### src/rtl/nzcv_gen_if.sv
// Bus between the ALU writeback stage and the NZCV flag generator.
// The master drives the result/handshake; the slave returns the flag state.
interface nzcv_gen_if #(parameter int WIDTH = 32);
    logic             in_valid;
    logic             in_ready;
    logic             s;
    logic             cond_pass;
    logic [1:0]       op;
    logic [WIDTH-1:0] result;
    logic             alu_c;
    logic             alu_v;
    logic             sh_c;
    logic             hold;
    logic             flush;
    logic [3:0]       nzcv;
    logic [3:0]       nzcv_fwd;
    logic             flag_pending;
    logic [7:0]       update_cnt;

    modport master (
        output in_valid, s, cond_pass, op, result, alu_c, alu_v, sh_c, hold, flush,
        input  in_ready, nzcv, nzcv_fwd, flag_pending, update_cnt
    );

    modport slave (
        input  in_valid, s, cond_pass, op, result, alu_c, alu_v, sh_c, hold, flush,
        output in_ready, nzcv, nzcv_fwd, flag_pending, update_cnt
    );
endinterface

### src/rtl/nzcv_gen.sv
// NZCV flag generator: one-entry stage register between ALU result and the
// committed condition flags, with a bypass of the pending update.
module nzcv_gen #(
    parameter int WIDTH = 32
) (
    input  logic        i_clk,
    input  logic        i_rst,
    nzcv_gen_if.slave   bus
);

    logic       r_p_valid;
    logic       r_p_we;
    logic [3:0] r_p_nzcv;
    logic [3:0] r_p_mask;
    logic [3:0] r_nzcv;
    logic [7:0] r_update_cnt;

    logic       w_ready;
    logic       w_xfer;
    logic       w_retire;
    logic       w_commit;
    logic       w_we;
    logic       w_zero;
    logic [3:0] w_flags;
    logic [3:0] w_mask;
    logic [3:0] w_merged;

    assign w_ready  = !bus.flush && (!r_p_valid || !bus.hold);
    assign w_xfer   = bus.in_valid && w_ready && !bus.flush;
    assign w_retire = r_p_valid && !bus.hold && !bus.flush;
    assign w_commit = w_retire && r_p_we;
    assign w_we     = bus.cond_pass && (bus.s || (bus.op == 2'b11));
    assign w_merged = (r_p_nzcv & r_p_mask) | (r_nzcv & ~r_p_mask);

    // Flag candidates for the incoming result; logical ops leave V untouched.
    always_comb begin
        w_zero  = (bus.result == {WIDTH{1'b0}});
        w_flags = 4'b0000;
        w_mask  = 4'b1111;
        case (bus.op)
            2'b00: begin
                w_flags = {bus.result[WIDTH-1], w_zero, bus.sh_c, bus.alu_v};
                w_mask  = 4'b1110;
            end
            2'b01, 2'b10: begin
                w_flags = {bus.result[WIDTH-1], w_zero, bus.alu_c, bus.alu_v};
                w_mask  = 4'b1111;
            end
            2'b11: begin
                w_flags = bus.result[WIDTH-1 -: 4];
                w_mask  = 4'b1111;
            end
            default: begin
                w_flags = 4'b0000;
                w_mask  = 4'b1111;
            end
        endcase
    end

    // Stage register, committed flags and update counter; flush beats hold.
    always_ff @(posedge i_clk or posedge i_rst) begin
        if (i_rst) begin
            r_p_valid    <= 1'b0;
            r_p_we       <= 1'b0;
            r_p_nzcv     <= 4'b0000;
            r_p_mask     <= 4'b0000;
            r_nzcv       <= 4'b0000;
            r_update_cnt <= 8'd0;
        end else if (bus.flush) begin
            r_p_valid <= 1'b0;
        end else begin
            if (w_commit) begin
                r_nzcv       <= w_merged;
                r_update_cnt <= r_update_cnt + 8'd1;
            end
            if (w_xfer) begin
                r_p_valid <= 1'b1;
                r_p_we    <= w_we;
                r_p_nzcv  <= w_flags;
                r_p_mask  <= w_mask;
            end else if (w_retire) begin
                r_p_valid <= 1'b0;
            end
        end
    end

    assign bus.in_ready     = w_ready;
    assign bus.nzcv         = r_nzcv;
    assign bus.flag_pending = r_p_valid && r_p_we;
    assign bus.nzcv_fwd     = (r_p_valid && r_p_we) ? w_merged : r_nzcv;
    assign bus.update_cnt   = r_update_cnt;

endmodule

### src/flat_wrapper.sv
// flat-port wrapper written by rule: the top's interface ports become plain ports
module nzcv_gen_flat 
#(
    parameter int WIDTH = 32
)
  (i_clk, i_rst, bus_in_valid, bus_s, bus_cond_pass, bus_op, bus_result, bus_alu_c, bus_alu_v, bus_sh_c, bus_hold, bus_flush, bus_in_ready, bus_nzcv, bus_nzcv_fwd, bus_flag_pending, bus_update_cnt);
  nzcv_gen_if #(.WIDTH(WIDTH)) bus_i ();
  input  logic i_clk;
  input  logic i_rst;
  input wire logic [$bits(bus_i.in_valid)-1:0] bus_in_valid;
  input wire logic [$bits(bus_i.s)-1:0] bus_s;
  input wire logic [$bits(bus_i.cond_pass)-1:0] bus_cond_pass;
  input wire logic [$bits(bus_i.op)-1:0] bus_op;
  input wire logic [$bits(bus_i.result)-1:0] bus_result;
  input wire logic [$bits(bus_i.alu_c)-1:0] bus_alu_c;
  input wire logic [$bits(bus_i.alu_v)-1:0] bus_alu_v;
  input wire logic [$bits(bus_i.sh_c)-1:0] bus_sh_c;
  input wire logic [$bits(bus_i.hold)-1:0] bus_hold;
  input wire logic [$bits(bus_i.flush)-1:0] bus_flush;
  output wire logic [$bits(bus_i.in_ready)-1:0] bus_in_ready;
  output wire logic [$bits(bus_i.nzcv)-1:0] bus_nzcv;
  output wire logic [$bits(bus_i.nzcv_fwd)-1:0] bus_nzcv_fwd;
  output wire logic [$bits(bus_i.flag_pending)-1:0] bus_flag_pending;
  output wire logic [$bits(bus_i.update_cnt)-1:0] bus_update_cnt;
  assign bus_i.in_valid = bus_in_valid;
  assign bus_i.s = bus_s;
  assign bus_i.cond_pass = bus_cond_pass;
  assign bus_i.op = bus_op;
  assign bus_i.result = bus_result;
  assign bus_i.alu_c = bus_alu_c;
  assign bus_i.alu_v = bus_alu_v;
  assign bus_i.sh_c = bus_sh_c;
  assign bus_i.hold = bus_hold;
  assign bus_i.flush = bus_flush;
  assign bus_in_ready = bus_i.in_ready;
  assign bus_nzcv = bus_i.nzcv;
  assign bus_nzcv_fwd = bus_i.nzcv_fwd;
  assign bus_flag_pending = bus_i.flag_pending;
  assign bus_update_cnt = bus_i.update_cnt;
  nzcv_gen #(.WIDTH(WIDTH)) u_core (.i_clk(i_clk), .i_rst(i_rst), .bus(bus_i));
endmodule
### config.mk
export PLATFORM = sky130hd
export DESIGN_NAME = nzcv_gen_flat
export DESIGN_NICKNAME = d
export VERILOG_FILES = /design/src/rtl/nzcv_gen_if.sv /design/src/rtl/nzcv_gen.sv /design/src/flat_wrapper.sv
export SDC_FILE = /design/constraint.sdc
export NUM_CORES = 1
export LEC_CHECK = 0
export CORE_ASPECT_RATIO = 0.5
export CORE_UTILIZATION = 30
export CTS_BUF_LIST = sky130_fd_sc_hd__clkbuf_4 sky130_fd_sc_hd__clkbuf_8
export DETAILED_ROUTE_END_ITERATION = 10
export PLACE_DENSITY = 0.76
export SKIP_LAST_GASP = 1
export SLEW_MARGIN = 20
export SYNTH_ARGS = -nofsm -noshare
export SYNTH_HDL_FRONTEND = slang
export SYNTH_SLANG_ARGS = --single-unit
### constraint.sdc
create_clock -name i_clk -period 1.5 [get_ports i_clk]
set_clock_uncertainty 0.05 [all_clocks]
set_input_delay 0.225 -clock i_clk [delete_from_list [all_inputs] [get_ports i_clk]]
set_output_delay 0.225 -clock i_clk [all_outputs]
set_load 0.02 [all_outputs]
==> results.json <==
{
  "outcome": "finished, violations left",
  "violated_checks": "DRC, setup timing",
  "synth-seq-area-share": 0.497,
  "number_of_enable_flip_flop_cells_after_synthesis": 0,
  "route.antenna.remaining_nets": 0,
  "max-vdd-ir-drop_mv": 0.366,
  "switching_share": 0.309,
  "critical_path_peak_fanout": 3,
  "routed_wl_um": 2890,
  "drt-met1-wl_um": 1140,
  "setup_viol": 4,
  "power.density_nw_per_um2": 922,
  "grt_util_all_layers": 0.175,
  "numPortBuffers": 61,
  "htree_num_levels": 1,
  "internal_power_mw": 1.23,
  "yosysTopAreaCellShare": 0.497,
  "seq_power_share": 0.384,
  "power_leakage_nw": 0.971,
  "hold_path_depth": 2,
  "yosys.cell_types.count": 24,
  "hold_violations": 0,
  "total_switching_power_mw": 0.551,
  "yosys.area.top_type": "sky130_fd_sc_hd__dfrtp_1",
  "cts-buffers-inserted": 3,
  "postLayoutSetupSlackWorst_ns": -0.0983,
  "routedWlPerCell_um": 13.3,
  "floorplan.initialDensity": 0.325,
  "place.detailed.hpwl_um": 2280,
  "detailedRoute.firstIterationViolations": 35,
  "detailroute.wirelength.met2_um": 1540,
  "grt-ovfl-total": 0,
  "ctsHoldBuffers": 0,
  "yosys_register_bits": 20,
  "final_period_demand_of_the_worst_path_ns": 1.60,
  "synth_commonest_cells": "20 x sky130_fd_sc_hd__dfrtp_1, 10 x sky130_fd_sc_hd__mux2_2, 10 x sky130_fd_sc_hd__nand2_1, 8 x sky130_fd_sc_hd__nor4_1, 7 x sky130_fd_sc_hd__a21oi_1",
  "floorplan.die.width_um": 83.9,
  "floorplan.rows": 14,
  "clock_slew_at_the_register_clock_pins_of_the_worst_setup_and_hold_paths_ns": 0.07,
  "routed_vias": 1049,
  "startpoint_class": "flip-flop",
  "first_pass_iters": 7,
  "die_h_um": 43.0,
  "detailed_routed_wire_length_on_met3_um": 182,
  "critical-path-max-stage-delay_ns": 0.37,
  "dominantRegCellSynth": "sky130_fd_sc_hd__dfrtp_1",
  "measured_slew_at_the_worst_slew_check_pin_ns": 0.252,
  "max_slew_margin": 0.830,
  "share_clk_of_total_power": 0.192,
  "die-area_um2": 3610,
  "clk_root_buffer_cell": "sky130_fd_sc_hd__clkbuf_8",
  "cts.sinks": 20,
  "final_nets": 227,
  "achievable-frequency_ghz": 0.626,
  "worstPathArrival_ns": 1.32,
  "required_ns": 1.22,
  "setup_slack_placement_ns": -0.327,
  "syn_nets": 141,
  "post_synth_inst_count": 94,
  "timing.setup.critical_path_class": "flip-flop to output pin",
  "cts.repair_timing.setup_buffer_count": 0,
  "hold_path.class": "input port to flip-flop",
  "share_comb_of_total_power": 0.424,
  "p_r_area_growth_vs_syn_pct": 92.4,
  "yosys.cell_count.top_type": "sky130_fd_sc_hd__dfrtp_1",
  "synth.cell_area_um2": 1010,
  "core_um2": 3100,
  "largest_buffer_count_on_any_clock_path": 2,
  "tritoncts": "built",
  "remaining_drc_errors": 6,
  "io-pin-count": 62,
  "unrepaired_setup_endpoints_after_global_routing": "yes",
  "grt_first_pass_wirelength_um": 4790,
  "drv_cap": 0,
  "worst_setup_path_end_kind": "output pin",
  "crit_path_cell_trace": "and2_4 > nand2_4 > mux2_4 > buf_6",
  "grt_antenna_before_repair": 0,
  "worst_skew_pair.late_latency_ns": 0.25,
  "layout-drive-gt1-share": 0.303,
  "dr.max_layer_used": "met4",
  "worst_r2r_path_depth": 5,
  "avgSynthCellArea_um2": 10.7,
  "drt-vias-per-instance": 4.81,
  "async_set_or_reset_flop_fraction_in_the_synthesized_netlist": 1.00,
  "max_slew_violation_total_from_the_final_report": 0,
  "gpl.final_weighted_congestion": 0.774,
  "n_antenna_cell": 0,
  "post_synth_main_area_contributors": "sky130_fd_sc_hd__dfrtp_1 50%, sky130_fd_sc_hd__mux2_2 11%, sky130_fd_sc_hd__xnor2_1 5.2%",
  "grt_start_max_net_pins": 21,
  "cp_slowest_cell": "sky130_fd_sc_hd__dfrtp_1",
  "synthesis.yosys.warnings": 0,
  "design_power_total_mw": 1.79,
  "vias_in_the_first_global_route": 1071,
  "final_min_period_over_clock_period": 1.07
}
## repair_timing
item	CTS	global route
endpoints found under the setup margin	18	13
gates cloned	0	0
resized for setup	51	19
endpoints found under the hold margin	0	0
pin swaps	2	7
## path summary, 6_finish.rpt
check	start	endpoint	slack, ns
hold reg to reg	u_core.bus.update_cnt[7]$_DFFE_PP0P_	u_core.bus.update_cnt[7]$_DFFE_PP0P_	0.42
max in group asynchronous	i_rst	u_core.r_p_nzcv[3]$_DFFE_PP0P_	0.94
min in group asynchronous	i_rst	u_core.bus.update_cnt[6]$_DFFE_PP0P_	0.24
setup reg to reg	u_core.r_p_valid$_DFFE_PP0P_	u_core.bus.nzcv[0]$_DFFE_PP0P_	0.10
setup / recovery	u_core.r_p_we$_DFFE_PP0P_	bus_nzcv_fwd[1]	-0.1
hold / removal	bus_flush	u_core.r_p_valid$_DFFE_PP0P_	0.14
## cell usage in the layout (no fill, tap or decap), types with 2 or more instances in the layout
cell type                         instances
sky130_fd_sc_hd__o21ai_0                  6
sky130_fd_sc_hd__buf_6                    4
sky130_fd_sc_hd__buf_4                   23
sky130_fd_sc_hd__dfrtp_1                 20
sky130_fd_sc_hd__inv_2                    2
sky130_fd_sc_hd__clkbuf_8                 3
sky130_fd_sc_hd__mux2_4                   4
sky130_fd_sc_hd__nand2_1                  8
sky130_fd_sc_hd__nand4_1                  3
sky130_fd_sc_hd__mux2_2                   6
sky130_fd_sc_hd__a21oi_1                  6
sky130_fd_sc_hd__nor2_1                   2
sky130_fd_sc_hd__nor4_2                   4
sky130_fd_sc_hd__clkdlybuf4s50_1         35
sky130_fd_sc_hd__dlymetal6s2s_1           9
sky130_fd_sc_hd__ha_1                     2
sky130_fd_sc_hd__dlygate4sd2_1           11
sky130_fd_sc_hd__nand3_1                  4
sky130_fd_sc_hd__nor4_1                   4
sky130_fd_sc_hd__xnor2_1                  6
## per-stage QoR
step                      hold slack, ns  TNS [ns]  utilization  std cells  instance area, um^2
after floorplan                    0.139         0            -         94                 1010
final                              0.138    -0.362        0.625        218                 1940
after CTS                          0.248    -0.386        0.610        218                 1890
after global routing               0.160    -0.535        0.625        218                 1940
after global placement             0.413     -3.93        0.586        215                 1820
after detailed placement           0.421     -4.61        0.586        215                 1820
## logic make-up (layout without fill, tap and decap cells)
group,count (synthesis),count (layout),share of synthesized area
xor+xnor,7,7,0.0609
flops,20,20,0.497
simple gates,34,34,0.188
mux,10,10,0.112
compound gates,15,15,0.0795
buf+inv,5,89,0.0261
fa+ha+maj,3,3,0.0373
## flip-flops by register name (all words and copies together), names as in the netlist
| name | count |
|---|---|
| u_core.r_p_nzcv | 4 |
| u_core.r_p_we | 1 |
| u_core.r_p_valid | 1 |
| u_core.r_p_mask | 2 |
| u_core.bus.nzcv | 4 |
| u_core.bus.update_cnt | 8 |
## critical path, delay by kind of cell (launching register included)
family,cells,cell delay (ns)
simple gates,2,0.26
mux,1,0.31
flops,1,0.37
buf+inv,1,0.13
## layout make-up
class | instances | area [um^2]
Clock buffer | 3 | 41.3
Tap cell | 40 | 50.0
Multi-Input combinational cell | 69 | 553
Timing Repair Buffer | 83 | 782
Inverter | 3 | 11.3
Fill cell | 264 | 1160
Sequential cell | 20 | 500
## routing by layer
layer | vias up | GRT usage
met4 | 0 | 0.0517
met5 | - | 0
met1 | 495 | 0.185
met2 | 43 | 0.348
li1 | 509 | -
met3 | 2 | 0.0447
## power groups by stage
stage	clock network, mW	registers (mW)	logic, mW
floorplan	0	0.779	0.204
global placement	0	0.687	0.736
detailed placement	0	0.693	0.754
CTS	0.359	0.686	0.760
global route	0.376	0.695	0.814
finish	0.343	0.686	0.757
Power figures use the tool's default switching activity.
